## config.mk

```make
export PLATFORM = sky130hd
export DESIGN_NAME = cmd_frame_tx
export DESIGN_NICKNAME = d
export VERILOG_FILES = /design/src/rtl/cmd_frame_tx.sv
export SDC_FILE = /design/constraint.sdc
export NUM_CORES = 1
export LEC_CHECK = 0
export CORE_ASPECT_RATIO = 1.1
export CORE_MARGIN = 10
export CORE_UTILIZATION = 35
export CTS_BUF_LIST = sky130_fd_sc_hd__clkbuf_16
export DETAILED_ROUTE_END_ITERATION = 6
export SETUP_SLACK_MARGIN = 0.5
export SLEW_MARGIN = 40
export SYNTH_ARGS = -nofsm -noshare
export SYNTH_HDL_FRONTEND = slang
export SYNTH_SLANG_ARGS = --single-unit
```

## constraint.sdc

```tcl
create_clock -name clk -period 2 [get_ports clk]
set_input_delay 0.2 -clock clk [delete_from_list [all_inputs] [get_ports clk]]
set_output_delay 0.2 -clock clk [all_outputs]
set_load 0.02 [all_outputs]
```

## src/rtl/cmd_frame_tx.sv

```systemverilog
// Response-frame transmitter: serialises FE, L=N+2, CMD, N payload bytes, EF
// onto a byte-wide valid/ready UART Tx port, pulling payload from a FWFT FIFO.
module cmd_frame_tx #(
  parameter logic [7:0] HDR_BYTE = 8'hFE,
  parameter logic [7:0] EOF_BYTE = 8'hEF,
  parameter int         N_W      = 4
) (
  input  logic           clk,
  input  logic           rst,
  input  logic           start,
  input  logic [7:0]     cmd_code,
  input  logic [N_W-1:0] N_input,
  input  logic [7:0]     fifo_data,
  input  logic           fifo_empty,
  output logic           fifo_rd,
  output logic [7:0]     tx_data,
  output logic           tx_valid,
  input  logic           tx_ready,
  output logic           busy,
  output logic           frame_done
);

  typedef enum logic [2:0] {
    S_IDLE,
    S_HDR,
    S_LEN,
    S_CMD,
    S_PAYLOAD,
    S_EOF,
    S_DONE
  } state_t;

  state_t         state;
  state_t         state_nxt;
  logic [7:0]     cmd_q;
  logic [N_W-1:0] n_q;
  logic [N_W-1:0] cnt;
  logic           payload_xfer;

  assign payload_xfer = (state == S_PAYLOAD) && !fifo_empty && tx_ready;

  // NOTE: sequential state uses non-blocking assignments so every register
  // samples the pre-edge values, independent of statement order.
  always_ff @(posedge clk) begin
    if (!rst) begin
      state <= S_IDLE;
      cmd_q <= '0;
      n_q   <= '0;
      cnt   <= '0;
    end else begin
      state <= state_nxt;
      if (state == S_IDLE && start) begin
        cmd_q <= cmd_code;
        n_q   <= N_input;
        cnt   <= '0;
      end else if (payload_xfer) begin
        cnt <= cnt + N_W'(1);
      end
    end
  end

  // NOTE: every output and the next state get a default first, so no path
  // through the case statement can leave a value unassigned and infer a latch.
  always_comb begin
    state_nxt  = state;
    tx_data    = '0;
    tx_valid   = 1'b0;
    fifo_rd    = 1'b0;
    busy       = 1'b1;
    frame_done = 1'b0;
    unique case (state)
      S_IDLE: begin
        busy = 1'b0;
        if (start) state_nxt = S_HDR;
      end
      S_HDR: begin
        tx_data  = HDR_BYTE;
        tx_valid = 1'b1;
        if (tx_ready) state_nxt = S_LEN;
      end
      S_LEN: begin
        // L counts CMD and EOF as well as the payload, matching host frames.
        tx_data  = 8'(n_q) + 8'd2;
        tx_valid = 1'b1;
        if (tx_ready) state_nxt = S_LEN == state ? S_CMD : state;
      end
      S_CMD: begin
        tx_data  = cmd_q;
        tx_valid = 1'b1;
        if (tx_ready) state_nxt = (n_q != '0) ? S_PAYLOAD : S_EOF;
      end
      S_PAYLOAD: begin
        tx_data  = fifo_data;
        tx_valid = !fifo_empty;
        fifo_rd  = payload_xfer;
        if (payload_xfer && cnt == n_q - N_W'(1)) state_nxt = S_EOF;
      end
      S_EOF: begin
        tx_data  = EOF_BYTE;
        tx_valid = 1'b1;
        if (tx_ready) state_nxt = S_DONE;
      end
      S_DONE: begin
        busy       = 1'b0;
        frame_done = 1'b1;
        state_nxt  = S_IDLE;
      end
      default: begin
        busy      = 1'b0;
        state_nxt = S_IDLE;
      end
    endcase
  end

endmodule
```

==> results of run 1 <==
[path summary, 6_finish.rpt]
path | slack (ns) | end
worst min-delay path | 0.46 | cmd_q[7]$_SDFFE_PN0P_
worst max-delay path | 0.41 | tx_data[3]
worst min register to register | 0.46 | cmd_q[7]$_SDFFE_PN0P_
worst max register to register | 0.41 | state[0]$_SDFFE_PN0P_
[area by class of cell]
cell class	count	area, µm²	share of cell area (%)
clock inverter	1	3.75	0.196
inverter	4	17.5	0.914
clock buffer	3	75.1	3.92
timing repair buffer	54	504	26.3
sequential	19	393	20.5
multi-input combinational	124	863	45.0
tap	48	60.1	3.13
[layer usage]
layer	wire, µm	track usage, %	vias up
met2	1830	20.6	25
met1	1470	12.7	579
met3	220	2.68	5
li1	-	-	631
met5	0	0	-
met4	79	6.13	0
[worst min-delay path: stages (launching register included)]
cell,delay (ns)
dfxtp_1,0.31
nand2_1,0.05
a21boi_1,0.05
[flip-flops by register name (all words and copies together) (netlist names)]
signal / flops
cmd_q: 8
state: 3
n_q: 4
cnt: 4
[metrics by stage]
stage | instance area, µm² | util (%) | hold WS, ns
global route | 1920 | 57.6 | 0.496
floorplan | 1250 | - | 0.335
CTS | 1850 | 55.6 | 0.458
finish | 1920 | 57.6 | 0.457
detailed placement | 1740 | 52.1 | 0.448
global placement | 1740 | 52.1 | 0.448
[repair_timing]
item,CTS,global route
gates cloned,0,1
hold buffers,0,0
endpoints found under the setup margin,21,22
pin swaps,4,6
buffers inserted,1,3
gates resized for setup,61,16
[layout by cell type (no fill, tap or decap), types with 5 or more instances in the layout]
cell and n:
nand2_1 37, clkdlybuf4s50_1 24, buf_4 18, dfxtp_1 13, a21boi_1 8, a21oi_1 7, nor2_1 7, a21boi_0 7
xor2_1 6, ha_1 5
[cell usage after synthesis (all sizes together) (3+ instances only)]
| master | count |
|---|---|
| nand2 | 37 |
| dfxtp | 19 |
| a21boi | 15 |
| a21oi | 9 |
| nor2 | 7 |
| o21ai | 7 |
| buf | 6 |
| ha | 6 |
| nand3 | 6 |
| xor2 | 6 |
| clkbuf | 5 |
| inv | 4 |
| nor2b | 4 |
| o22ai | 4 |
| xnor2 | 4 |
| a22oi | 3 |
[power by group through the flow]
| stage | Clock, µW | Sequential [µW] | Combinational (µW) |
|---|---|---|---|
| floorplan | 0 | 475 | 692 |
| global placement | 0 | 497 | 1110 |
| detailed placement | 0 | 498 | 1130 |
| CTS | 430 | 502 | 1120 |
| global route | 440 | 518 | 1250 |
| finish | 415 | 508 | 1140 |
[cells by family after synthesis]
family                   count (synthesis)
buffers and inverters                   15
XOR/XNOR                                10
AND/OR/NAND/NOR                         66
adder cells (fa/ha/maj)                  6
flip-flops                              19
AO/OA/AOI/OAI                           42
==> run summary, run 1 <==
Routed WL per cell -> 14.2 µm
cells along the critical path -> ha_1 > xor2_1 > a22oi_1 > o22ai_2 > buf_4
Rows -> 22
switching power total -> 818 µW
Final Wtd Congestion -> 0.780
combinational share of power -> 55.3%
f_max -> 629 MHz
switch share -> 39.6%
Vias -> 1240
clock network power share -> 20.1%
die height -> 81.4 µm
Tcrit/Tclk final -> 79.5%
Crit Path Max Fanout -> 6
Worst Path Buf+Inv -> 1
mapped cell area -> 1200 µm²
1st-iter DRT viols -> 50
Crit. Startpoint -> n_q[2]$_SDFFE_PN0P_
Least-Margin Pin Slew -> 0.583 ns
largest area contributor in the synthesized netlist -> dfxtp_1
clock buffer depth -> 2
final net count -> 237
setup TNS -> 0 ns
Data arrival, critical path -> 1.39 ns
CTS tree -> done
CP endpoint kind -> output port
Setup WS post-layout -> 0.411 ns
grt ovf -> 0
Synth Instances -> 158
Max-cap violations -> 0
status -> complete, no violations
layout cell share with drive strength beyond 1 -> 29.8%
Num CTS Buffers -> 3
Synth Flop Type -> dfxtp_1
asr flop ratio synth -> 0%
register share of total power -> 24.6%
all-layer global routing usage -> 11.7%
initial core utilization -> 36.0%
Routed Antenna Nets -> 0
Area contributors post-synth -> dfxtp_1, nand2_1, ha_1, a21boi_0, a21boi_1
I/O Pins -> 37
final non-filler cell total -> 253
area grow syn2layout -> 59.9%
Hold WC Path Type -> register to register
WHS Path Cells -> 2
latest clock arrival within the worst-skew pair -> 0.26 ns
Post-Synth Adder-Cell Area -> 6.26%
clock sinks -> 19
pin count of the biggest net entering global routing -> 26
DRC -> 0
first-pass GRT wire length -> 5.69 mm
Reg2Reg Launch Point -> n_q[0]$_SDFFE_PN0P_
Setup CP Type -> register to output port
Int Power -> 1250 µW
RSZ-0062 raised after global routing -> true
drt first pass iters -> 4
via-per-instance ratio -> 4.90
library cells used by synthesis -> 31
core area -> 3330 µm²
routed wire length -> 3.60 mm
vias in the first global route -> 1255
Max Slew Vio Count -> 0
synth warn -> 0
DP Worst Slack -> 0.131 ns
slowest stage delay, CP -> 0.36 ns
sequential fraction of the synthesis area -> 31.7%
CP max-delay cell -> dfxtp_4
Placed Cells incl. Taps -> 244
Compound-Gate Fraction of Synth Area -> 23.3%
Simple-Gate Fraction of Synth Area -> 26.4%
FF+latch count, synth -> 19
largest family of logic cells by synthesized area -> simple AND/OR/NAND/NOR gates
EDFF count, synth -> 0
Final HPWL DP -> 2.61 mm
Die Width -> 75.8 µm
Yosys top cell area share -> 31.7%
Critical Path Start Type -> register
Worst Path Required -> 1.80 ns
I/O Buffers -> 36
Hold Crit Start -> cmd_q[7]$_SDFFE_PN0P_
max_slew headroom -> 61.0%
CP top delay family -> flip-flops
root buffer cell -> clkbuf_16
area share of xor/xnor cells in the synthesized design -> 7.31%
Setup-failing EPs final -> 0
full die area -> 6170 µm²
H-Tree Depth -> 1
pwr/cell area -> 1080 nW/µm²
Max VDD drop -> 0.442 mV
minimum clock period -> 1.59 ns
net count after synthesis -> 189
final setup skew -> 0.00328 ns
synthesized area per cell -> 7.59 µm²
power consumption -> 2060 µW
fillers -> 317
mux share of post-synthesis cell area -> 0%
FF-to-FF path depth -> 6
Reg clk slew, reported paths -> 0.06 ns
Final Hold Fails -> 0
total leakage power -> 0.000765 µW
diode count -> 0
antenna violations before repair -> 0
cell depth of the worst setup path -> 5
(Power assumes the default switching activity.)
==> run 2: changes to the inputs <==
--- a/config.mk
+++ b/config.mk
@@ -10,6 +10,7 @@
 export CORE_UTILIZATION = 35
 export CTS_BUF_LIST = sky130_fd_sc_hd__clkbuf_16
 export DETAILED_ROUTE_END_ITERATION = 6
+export PLACE_DENSITY = 0.65
 export SETUP_SLACK_MARGIN = 0.5
 export SLEW_MARGIN = 40
 export SYNTH_ARGS = -nofsm -noshare
==> constraint.sdc (replaced) <==
create_clock -name clk -period 1.45 [get_ports clk]
set_input_delay 0.145 -clock clk [delete_from_list [all_inputs] [get_ports clk]]
set_output_delay 0.145 -clock clk [all_outputs]
set_load 0.02 [all_outputs]
==> run 2 against run 1 <==
  * The flow now finishes with violations (setup timing)
  * Clock power increased by 41%
  * Routed wire length is 46% higher
  * Power is 110% higher
  * Combinational power increased to 2.6 times the previous value
  * Sequential power grew 47%
  * Flip-flop and latch count did not move
  * Clock skew down 0.0014 ns
  * Critical endpoint is now state[0]$_SDFFE_PN0P_
==> run summary, run 2 (same netlist as run 1, synthesis figures left out) <==
CP endpoint kind -> register (was output port)
Critical Path Start Type -> register (unchanged)
Num CTS Buffers -> 3 (unchanged)
Max-cap violations -> 0 (unchanged)
Vias -> 1484 (was 1240)
1st-iter DRT viols -> 62 (was 50)
final setup skew -> 0.00185 ns (was 0.00328 ns)
H-Tree Depth -> 1 (unchanged)
core area -> 3330 µm² (unchanged)
Final Wtd Congestion -> 0.793 (was 0.780)
Util after Layout -> 79.8% (was 57.6%)
grt ovf -> 0 (unchanged)
Crit Path Max Fanout -> 4 (was 6)
final non-filler cell total -> 285 (was 253)
clock network power share -> 13.7% (was 20.1%)
Final Hold Fails -> 0 (unchanged)
pin count of the biggest net entering global routing -> 18 (was 26)
root buffer cell -> clkbuf_16 (unchanged)
diode count -> 0 (unchanged)
failing checks -> setup timing
Max Slew Vio Count -> 0 (unchanged)
total leakage power -> 0.00112 µW (was 0.000765 µW)
Int Power -> 2580 µW (was 1250 µW)
Setup-failing EPs final -> 22 (was 0)
clock buffer depth -> 2 (unchanged)
Routed WL per cell -> 18.5 µm (was 14.2 µm)
Worst Path Required -> 1.62 ns (was 1.80 ns)
CTS tree -> done (unchanged)
all-layer global routing usage -> 14.2% (was 11.7%)
layout cell share with drive strength beyond 1 -> 58.6% (was 29.8%)
Routed Antenna Nets -> 0 (unchanged)
Hold WC Path Type -> primary input to register (was register to register)
Setup CP Type -> register to register (was register to output port)
die height -> 81.4 µm (unchanged)
Data arrival, critical path -> 1.80 ns (was 1.39 ns)
RSZ-0062 raised after global routing -> true (unchanged)
Worst Path Buf+Inv -> 2 (was 1)
cells along the critical path -> inv_4 > buf_6 > ha_4 > xor2_1 > nand4_1 > o311a_1 > o31ai_2 (was ha_1 > xor2_1 > a22oi_1 > o22ai_2 > buf_4)
Rows -> 22 (unchanged)
Biggest register -> cmd_q (unchanged)
cts hold-fix bufs -> 0 (unchanged)
Setup WS post-layout -> -0.176 ns (was 0.411 ns)
full die area -> 6170 µm² (unchanged)
drt first pass iters -> 5 (was 4)
initial core utilization -> 36.0% (unchanged)
latest clock arrival within the worst-skew pair -> 0.26 ns (about the same)
power consumption -> 4270 µW (was 2060 µW)
final net count -> 269 (was 237)
Reg clk slew, reported paths -> 0.06 ns (about the same)
CP top delay family -> compound AO/OA/AOI/OAI gates (was flip-flops)
switching power total -> 1690 µW (was 818 µW)
f_max -> 615 MHz
pwr/cell area -> 1610 nW/µm² (was 1080 nW/µm²)
area grow syn2layout -> 122% (was 59.9%)
slowest stage delay, CP -> 0.37 ns (was 0.36 ns)
biggest regs -> cmd_q: 8 flops, cnt: 4 flops, n_q: 4 flops (unchanged)
minimum clock period -> 1.63 ns
status -> complete, but fails checks (was complete, no violations)
Tcrit/Tclk final -> 112%
Placed Cells incl. Taps -> 259 (was 244)
Final HPWL DP -> 2.90 mm (was 2.61 mm)
most frequent cells in the layout -> buf_4, buf_6, clkdlybuf4s50_1 (was nand2_1, clkdlybuf4s50_1, buf_4)
Final Instance Area -> 2660 µm² (was 1920 µm²)
Post-DP Area -> 1990 µm² (was 1740 µm²)
max FFs per register -> 8 (unchanged)
Least-Margin Pin Slew -> 0.288 ns (was 0.583 ns)
Die Width -> 75.8 µm (unchanged)
most common cell after layout, fill and taps aside -> buf_4 (was nand2_1)
vias in the first global route -> 1419 (was 1255)
first-pass GRT wire length -> 6.84 mm (was 5.69 mm)
clock sinks -> 19 (unchanged)
via-per-instance ratio -> 5.21 (was 4.90)
switch share -> 39.6% (about the same)
Max VDD drop -> 0.729 mV (was 0.442 mV)
I/O Buffers -> 36 (unchanged)
routed wire length -> 5.27 mm (was 3.60 mm)
DRC -> 0 (unchanged)
CP max-delay cell -> dfxtp_4 (unchanged)
I/O Pins -> 37 (unchanged)
setup TNS -> -1.50 ns (was 0 ns)
max_slew headroom -> 80.6% (was 61.0%)
register share of total power -> 17.5% (was 24.6%)
antenna violations before repair -> 0 (unchanged)
combinational share of power -> 68.8% (was 55.3%)
-- run 2: changes by cell type in the layout (fill, tap and decap cells not counted), moves of 5 or more --
cell and delta:
buf_6 +22, buf_12 +5, a21boi_2 +6, nand2_4 +10, nand2_2 +7, buf_4 +10
a21boi_0 -7, nand2_1 -18, nor2_1 -5
-- run 2: path summary, 6_finish.rpt --
path | depth (start not counted) | slack (ns) | endpoint | from
setup / recovery | 7 | -0.18 | state[0]$_SDFFE_PN0P_ | n_q[1]$_SDFFE_PN0P_
hold / removal | 3 | 0.43 | n_q[1]$_SDFFE_PN0P_ | N_input[1]
setup reg to reg | 7 | -0.18 | state[0]$_SDFFE_PN0P_ | n_q[1]$_SDFFE_PN0P_
hold reg to reg | 2 | 0.48 | cmd_q[7]$_SDFFE_PN0P_ | cmd_q[7]$_SDFFE_PN0P_
-- run 2: repair_timing --
| action | CTS | global route |
|---|---|---|
| resized for setup | 113 | 43 |
| cloned | 1 | 1 |
| pin swaps | 21 | 16 |
| setup buffers | 10 | 10 |
| setup endpoints to repair | 31 | 31 |
-- run 2: per-stage QoR --
step	hold WS (ns)	worst slack, ns
6_report	0.431	-0.176
5_1_grt	0.435	-0.247
4_1_cts	0.432	-0.153
3_5_place_dp	0.453	-0.365
3_3_place_gp	0.445	-0.372
2_1_floorplan	0.272	0.0432
-- run 2: cell type report --
| type | count | area [µm²] |
|---|---|---|
| multi-input cells | 124 | 1180 |
| repair buffers | 86 | 920 |
| fillers | 205 | 674 |
| flip-flops and latches | 19 | 400 |
| clock buffers | 3 | 75.1 |
| well taps | 48 | 60.1 |
| inverters | 4 | 17.5 |
| clock inverters | 1 | 5.00 |
-- run 2: worst reg2reg max path, stage by stage, from the launching register on --
cell and delay (ns):
dfxtp_4 0.37, inv_4 0.04, buf_6 0.12, ha_4 0.26, xor2_1 0.16, nand4_1 0.10, o311a_1 0.32, o31ai_2 0.16
-- run 2: power groups by stage --
stage | clock network, µW | registers [µW] | logic [µW]
2_1_floorplan | 0 | 667 | 1240
3_3_place_gp | 0 | 703 | 1840
3_5_place_dp | 0 | 707 | 1890
4_1_cts | 584 | 720 | 2300
5_1_grt | 614 | 754 | 3070
6_report | 586 | 746 | 2930
-- run 2: metal layers --
layer | up-vias | part of all wire, % | track usage (%)
met5 | - | 0 | 0
met4 | 0 | 1.9 | 4.09
met3 | 8 | 4.8 | 3.17
met2 | 47 | 54 | 25.7
met1 | 730 | 39 | 16.0
li1 | 699 | - | -
